$ cat src/rtl/bluetooth_decoder.sv
// rtl/bluetooth_decoder.sv - decodes BLE UART module replies (payload line and OK/ERROR status line)
// Optional idle-gap timeout enabled by defining BT_DECODER_TIMEOUT_EN.
module bluetooth_decoder #(
   parameter int TIMEOUT_CYCLES = 50000
) (
   input  logic        clk,
   input  logic        reset,
   input  logic [7:0]  rx_byte,
   input  logic        rx_valid,
   input  logic        start,
   input  logic        expect_data,
   output logic [31:0] output_data,
   output logic [2:0]  data_len,
   output logic        done,
   output logic        ok,
   output logic        error,
   output logic        timeout,
   output logic        busy
);

   typedef enum logic [1:0] {IDLE, PAYLOAD, STATUS, FINISH} state_t;

   state_t          state, next_state;
   logic [4:0][7:0] line_buf;
   logic [2:0]      line_len;
   logic            in_line, is_cr, is_data, line_is_ok, line_is_error, tmo;

   if (TIMEOUT_CYCLES < 1) begin : g_bad_timeout
      $error("TIMEOUT_CYCLES must be at least 1");
   end

   assign in_line       = (state == PAYLOAD) || (state == STATUS);
   assign is_cr         = in_line && rx_valid && (rx_byte == 8'h0D);
   assign is_data       = in_line && rx_valid && (rx_byte != 8'h0D) && (rx_byte != 8'h0A);
   assign line_is_ok    = (line_len == 3'd2) && (line_buf[0] == 8'h4F) && (line_buf[1] == 8'h4B);
   assign line_is_error = (line_len == 3'd5) &&
                          ({line_buf[0], line_buf[1], line_buf[2], line_buf[3], line_buf[4]} == "ERROR");
   assign done          = (state == FINISH);
   assign busy          = (state != IDLE);

   always_ff @(posedge clk or posedge reset) begin
      if (reset) state <= IDLE;
      else       state <= next_state;
   end

   always_comb begin
      next_state = state;
      case (state)
         IDLE:    if (start) next_state = expect_data ? PAYLOAD : STATUS;
         PAYLOAD: begin
            // A bare "OK" as the first line means the module's RX buffer was empty.
            if (is_cr)    next_state = line_is_ok ? FINISH : STATUS;
            else if (tmo) next_state = FINISH;
         end
         STATUS:  if (is_cr || tmo) next_state = FINISH;
         FINISH:  next_state = IDLE;
         default: next_state = IDLE;
      endcase
   end

   always_ff @(posedge clk or posedge reset) begin
      if (reset) begin
         output_data <= '0;
         data_len    <= '0;
         ok          <= 1'b0;
         error       <= 1'b0;
      end else begin
         case (state)
            IDLE: if (start) begin
               output_data <= '0;
               data_len    <= '0;
               ok          <= 1'b0;
               error       <= 1'b0;
            end
            PAYLOAD: begin
               if (is_data && (data_len != 3'd4)) begin
                  output_data[{data_len[1:0], 3'b000} +: 8] <= rx_byte;
                  data_len <= data_len + 3'd1;
               end
               if (is_cr && line_is_ok) begin
                  output_data <= '0;
                  data_len    <= '0;
                  ok          <= 1'b1;
               end
               if (tmo) begin
                  ok    <= 1'b0;
                  error <= 1'b1;
               end
            end
            STATUS: begin
               if (is_cr) begin
                  ok    <= line_is_ok;
                  error <= !line_is_ok || line_is_error;
               end
               if (tmo) begin
                  ok    <= 1'b0;
                  error <= 1'b1;
               end
            end
            default: ;
         endcase
      end
   end

   // The line buffer restarts for the status line after a non-OK payload line.
   always_ff @(posedge clk or posedge reset) begin
      if (reset) begin
         line_buf <= '0;
         line_len <= '0;
      end else if (((state == IDLE) && start) || ((state == PAYLOAD) && is_cr)) begin
         line_buf <= '0;
         line_len <= '0;
      end else if (is_data) begin
         if (line_len < 3'd5) line_buf[line_len] <= rx_byte;
         if (line_len != 3'd6) line_len <= line_len + 3'd1;
      end
   end

`ifdef BT_DECODER_TIMEOUT_EN
   localparam int CW = $clog2(TIMEOUT_CYCLES + 1);

   logic [CW-1:0] idle_count;

   assign tmo = in_line && !rx_valid && (idle_count == CW'(TIMEOUT_CYCLES - 1));

   always_ff @(posedge clk or posedge reset) begin
      if (reset)                                         idle_count <= '0;
      else if (!in_line || rx_valid || (next_state != state)) idle_count <= '0;
      else                                               idle_count <= idle_count + 1'b1;
   end

   always_ff @(posedge clk or posedge reset) begin
      if (reset)                        timeout <= 1'b0;
      else if ((state == IDLE) && start) timeout <= 1'b0;
      else if (tmo)                     timeout <= 1'b1;
   end
`else
   assign tmo     = 1'b0;
   assign timeout = 1'b0;
`endif

endmodule

$ cat config.mk
export PLATFORM = sky130hd
export DESIGN_NAME = bluetooth_decoder
export DESIGN_NICKNAME = d
export VERILOG_FILES = /design/src/rtl/bluetooth_decoder.sv
export SDC_FILE = /design/constraint.sdc
export NUM_CORES = 1
export LEC_CHECK = 0
export BUFFER_PORTS_ARGS = -buffer_cell sky130_fd_sc_hd__buf_4
export CAP_MARGIN = 20
export CORE_MARGIN = 10
export CORE_UTILIZATION = 45
export CTS_CLUSTER_DIAMETER = 50
export DETAILED_ROUTE_END_ITERATION = 10
export HOLD_SLACK_MARGIN = 0.15
export PLACE_DENSITY = 0.75
export SETUP_SLACK_MARGIN = 0.3
export SYNTH_ARGS = -nofsm -noshare
export SYNTH_HDL_FRONTEND = slang
export SYNTH_SLANG_ARGS = --single-unit
$ cat constraint.sdc
create_clock -name clk -period 2.5 [get_ports clk]
set_input_delay 0.375 -clock clk [delete_from_list [all_inputs] [get_ports clk]]
set_output_delay 0.375 -clock clk [all_outputs]
set_load 0.02 [all_outputs]
## Word-level counts from Yosys, hierarchy flattened

Index checks and enable logic that the tools add are counted.
Widths: inputs -> output; s select.

- Register bits: 82
- Output and inout port bits: 40
- Logic and storage cells: 97

- Add/sub/neg operators: 3
- Magnitude comparators: 3
- Equality and inequality tests: 18
- Shifts and indexed selects: 2
- Multiplexer cells: 30
- Reduce and logical (&&, ||, !) cells: 30

Operators with widths:

| cell | count |
|---|---|
| $mux 40 | 3 |
| $mux 32 | 3 |
| $pmux 32 s2 | 1 |
| $bwmux 40 | 1 |
| $eq 40x39->1 const B | 1 |
| $bwmux 32 | 1 |
| $shift 8x7->32 const A | 1 |
| $shiftx 8x7->32 | 1 |
| $demux 8 s3 | 1 |
| $mux 3 | 6 |
| $eq 8x7->1 const B | 2 |
| $ne 8x4->1 const B | 2 |
| $logic_and 1x1->1 | 12 |
| $reduce_bool 2->1 | 6 |
| $reduce_and 3->1 | 3 |
| $eq 8x4->1 const B | 1 |
| $mux 2 | 4 |
| $mux 8 | 1 |
| $pmux 2 s4 | 1 |
| $neg 5->7 | 1 |
| $add 3x1->3 const B | 2 |
| $ne 2x2->1 const B | 3 |
| $ne 3x3->1 const B | 2 |
| $pmux 3 s2 | 1 |
| 18 further kinds | 26 |

## Logic depth before layout (Yosys ltp)

- Word-level depth: 9
- Depth in mapped cells: 8

## Worst setup path before layout

OpenSTA, ideal clock, no wires.

- Path type: register -> register
- Start point: reg data_len[0]
- End point: reg output_data[24]
- Setup time: 70 ps
- Data arrival time: 2321 ps
- Required time: 2430 ps
- Setup slack: 110 ps
- Cell stages (with the launch flop): 8
- Period minus slack after synthesis: 2390 ps
- Cell sequence: dfrtp_1 > inv_1 > ha_1 > nand2_1 > nand3_1 > nor2_2 > nor4b_1 > a32o_1

- Longest elaborated chain between the ends: 6
- Elaborated cells between the ends (all ways): 11
- Classes of those cells: add/sub (1); eq/ne (2); shift (2); mux (4); reduce/logical (2)

Ends and longest elaborated chain:

| what | RTL line | RTL |
|---|---|---|
| start: declaration | 13 | `output logic [2:0] data_len,` |
| start signal: assignment | 78 | `data_len <= data_len + 3'd1;` |
| $neg 5->7 | 77 | `output_data[{data_len[1:0], 3'b000} +: 8] <= rx_byte;` |
| $shiftx 8x7->32 / $shift 8x7->32 (equally long branches) | 77 |  |
| $bwmux 32 | 77 |  |
| $mux 32 | 76 | `if (is_data && (data_len != 3'd4)) begin` |
| $mux 32 | 80 | `if (is_cr && line_is_ok) begin` |
| $pmux 32 s2 | 68 | `case (state)` |
| end signal: indexed assignment | 77 |  |
| end: declaration | 12 | `output logic [31:0] output_data,` |

Several ways; a longest one is shown, not always the timed one. The select of a mux whose other input is x is not followed.
A chain may end at the register's enable or synchronous reset.

## Worst setup path after layout

- Start point: reg state[0]
- End point: reg output_data[31]

- Longest elaborated chain between the ends: 8
- Elaborated cells between the ends (all ways): 16
- Classes of those cells: eq/ne (4); mux (2); reduce/logical (10)

Ends and longest elaborated chain:

| what | RTL line | RTL |
|---|---|---|
| start: declaration | 23 | `state_t state, next_state;` |
| start signal: assignment | 43 | `else state <= next_state;` |
| $eq 2x1->1 / $eq 2x2->1 (equally long branches) | 32, 68 |  |
| $logic_or 1x1->1 | 32 | `assign in_line = (state == PAYLOAD) \|\| (state == STATUS);` |
| $logic_and 1x1->1 | 33, 34 |  |
| $logic_and 1x1->1 (2 in a row) | 34 | `assign is_data = in_line && rx_valid && (rx_byte != 8'h0D) && (rx_byte != 8'h0A);` |
| $logic_and 1x1->1 | 76 |  |
| $ne 3x1->1 (no line) | - |  |
| $reduce_and 3->1 (no line) | - |  |

Several ways; a longest one is shown, not always the timed one.

==> reports/metrics.csv <==
metric,value,unit
final wirelength,7.669,mm
fill count,523,
syn avg cell area,10.96,sq um
"Seq/Total Area, Yosys",49.40,%
Boundary Pins,53,
initial core utilization,46.27,%
dpl hpwl,5.472,mm
CTS Buf Count,9,
clk root buf,clkbuf_8,
share of cells above drive strength 1,30.67,%
"Design Area, Final",3727,sq um
final setup violation count,0,
vias per cell,5.737,
floorplan row count,29,
Startpoint Class,flip-flop,
setup_tns,0,ns
"Cell Area, Placed",3415,sq um
top_reg_cell synth,dfrtp_1,
largest net degree at the start of global routing,35,
die area,10160,sq um
CP Data Arrival Time,2.33,ns
drt initial violations,140,
Max-Cap Viols,0,
Post-synth ARST share,100.0,%
top cell type's share of synthesized area,49.40,%
Post-DRT Antenna Nets,0,
"top cells by count, synth","dfrtp_1, nor2_1, a32o_1",
"EDFF count, synth",0,
first-pass GRT wire length,12.21,mm
hold-critical path depth,3,
Critical Path RT,2.73,ns
gpl congestion,0.8062,
area of the multi-input gates,1386,sq um
"Cell Area, Synth",2938,sq um
fin crit period,2.100,ns
Port Buf Inserts,51,
reg2reg path depth,7,
Fmax,476.2,MHz
outcome,finished clean,
CTS tree,built,
drt first pass iters,4,
most frequent cell after synthesis,dfrtp_1,
Layout area overhead,26.87,%
die height,100.8,um
CP Capture Type,flip-flop,
Die W,100.8,um
"Net count, final",346,
Pwr Density,1078,nW/um^2
vias,2312,
top post-synthesis cells by area,"dfrtp_1, a32o_1, mux2i_1",
RSZ-0062 raised after global routing,no,
slew at the pin closest to its max-slew limit,0.6858,ns
Post-Syn Instances,268,
"FF+latch count, synth",58,
Clock H-tree levels,3,
CTS Sinks,58,
final hold vios,0,
WL/cell,19.03,um
DRC errors left,0,
Placeable Area,6350,sq um
antenna violations before repair,0,
Synth Warn #,0,
Yosys cell types,50,
HP Class,input pin to flip-flop,
critical path type,flip-flop to flip-flop,
Pleak,1.784,nW
maximum vdd drop,0.0006305,V
syn_nets,293,
"Slew Viols, Final",0,
register area,1451,sq um
CP max FO,8,
Total GRT Usage,14.99,%
cell taking the most area after synthesis,dfrtp_1,
gr ovfl total,0,
clk buf depth,2,
diode count,0,
vias in the first global route,2412,
Skew-Pair Late Insertion Delay,0.34,ns
Rel. slew slack,54.09,%
Final Util,58.70,%
post-route clock period utilization,84.00,%
Worst-path clk slew,0.07,ns
Fin Clk Skew,0.009444,ns
[area by class of cell]
class | count | share of cell area [%]
sequential | 58 | 38.94
multi-input combinational | 176 | 37.19
timing repair buffer | 65 | 13.49
clock inverter | 7 | 3.357
inverter | 11 | 1.108
tap | 77 | 2.585
clock buffer | 9 | 3.323
[cells by family after synthesis]
family / count (synthesis) / synth area share [%]
mux: 18 / 6.218
fa+ha+maj: 12 / 5.111
buf+inv: 34 / 5.153
xor+xnor: 1 / 0.2982
compound gates: 59 / 17.89
simple gates: 85 / 15.80
other cells: 1 / 0.1276
flops: 58 / 49.40
[final timing paths]
path	from	end	slack, ns
worst max-delay path	state[0]$_DFFE_PP0P_	output_data[31]$_DFFE_PP0P_	0.40
worst min-delay path	rx_byte[3]	output_data[3]$_DFFE_PP0P_	0.32
worst max register to register	state[0]$_DFFE_PP0P_	output_data[31]$_DFFE_PP0P_	0.40
worst min register to register	output_data[6]$_DFFE_PP0P_	output_data[6]$_DFFE_PP0P_	0.50
max in group asynchronous	reset	line_buf[15]$_DFFE_PP0P_	1.45
min in group asynchronous	reset	output_data[6]$_DFFE_PP0P_	0.44
[critical path, stage by stage (launching register included)]
cell and delay [ns]:
dfrtp_1 0.40, inv_1 0.13, ha_4 0.31, nand3_2 0.10, nor4_4 0.39, a31o_4 0.26, o21ai_2 0.14, a32o_1 0.26
[where the power goes]
| part | switching, mW | total (mW) | internal [mW] |
|---|---|---|---|
| Sequential | 0.127 | 1.25 | 1.13 |
| Combinational | 1.03 | 1.68 | 0.651 |
| Clock | 0.413 | 1.08 | 0.670 |
[cell usage in the layout (no fill, tap or decap), types with 2 or more instances in the layout]
| cell | instances |
|---|---|
| nor3_1 | 3 |
| nand4_1 | 3 |
| a32o_1 | 24 |
| o2bb2ai_1 | 8 |
| buf_4 | 63 |
| dfrtp_1 | 58 |
| mux2i_1 | 16 |
| clkbuf_8 | 9 |
| o21ai_0 | 6 |
| a21oi_1 | 4 |
| nand2b_1 | 2 |
| nand3_2 | 2 |
| clkinv_4 | 3 |
| nand4b_1 | 2 |
| nor2b_1 | 3 |
| nor2_1 | 26 |
| a22o_1 | 2 |
| o21ai_2 | 5 |
| nor4b_4 | 2 |
| nand3_1 | 12 |
| ha_1 | 11 |
| bufinv_16 | 3 |
| or4bb_1 | 2 |
| inv_1 | 10 |
| and4_1 | 2 |
| nand2_1 | 17 |
[flip-flops by register name, summed over array words and instances (netlist names)]
signal       flops
state            2
ok               1
line_len         3
data_len         3
error            1
output_data     32
line_buf        16
[repair_timing]
action                                 4_1_cts  5_1_grt
buffers inserted                             0        2
pin swaps                                    0        3
hold buffers                                 1        0
resized for setup                            2        3
setup endpoints to repair                   16       38
endpoints found under the hold margin       24        0
[metrics by stage]
step	setup slack [ns]	power, mW	hold slack, ns	instances
after detailed placement	0.1566	2.852	0.2440	384
after floorplan	0.2556	2.382	0.4772	268
after global routing	0.3028	4.279	0.3129	403
final	0.3999	4.017	0.3226	403
after CTS	0.3706	3.981	0.3099	401
after global placement	0.1819	2.813	0.2405	384
[per-layer routing]
metal | GRT usage, % | share of wire, % | vias up | wire [um]
met5 | 0 | 0 | - | 0
met4 | 4.348 | 1.1 | 0 | 87
met3 | 5.487 | 6.7 | 9 | 510
met2 | 22.85 | 47 | 66 | 3601
met1 | 19.39 | 45 | 1154 | 3470
li1 | - | - | 1083 | -
No activity file was read; power rests on OpenSTA's default activity.
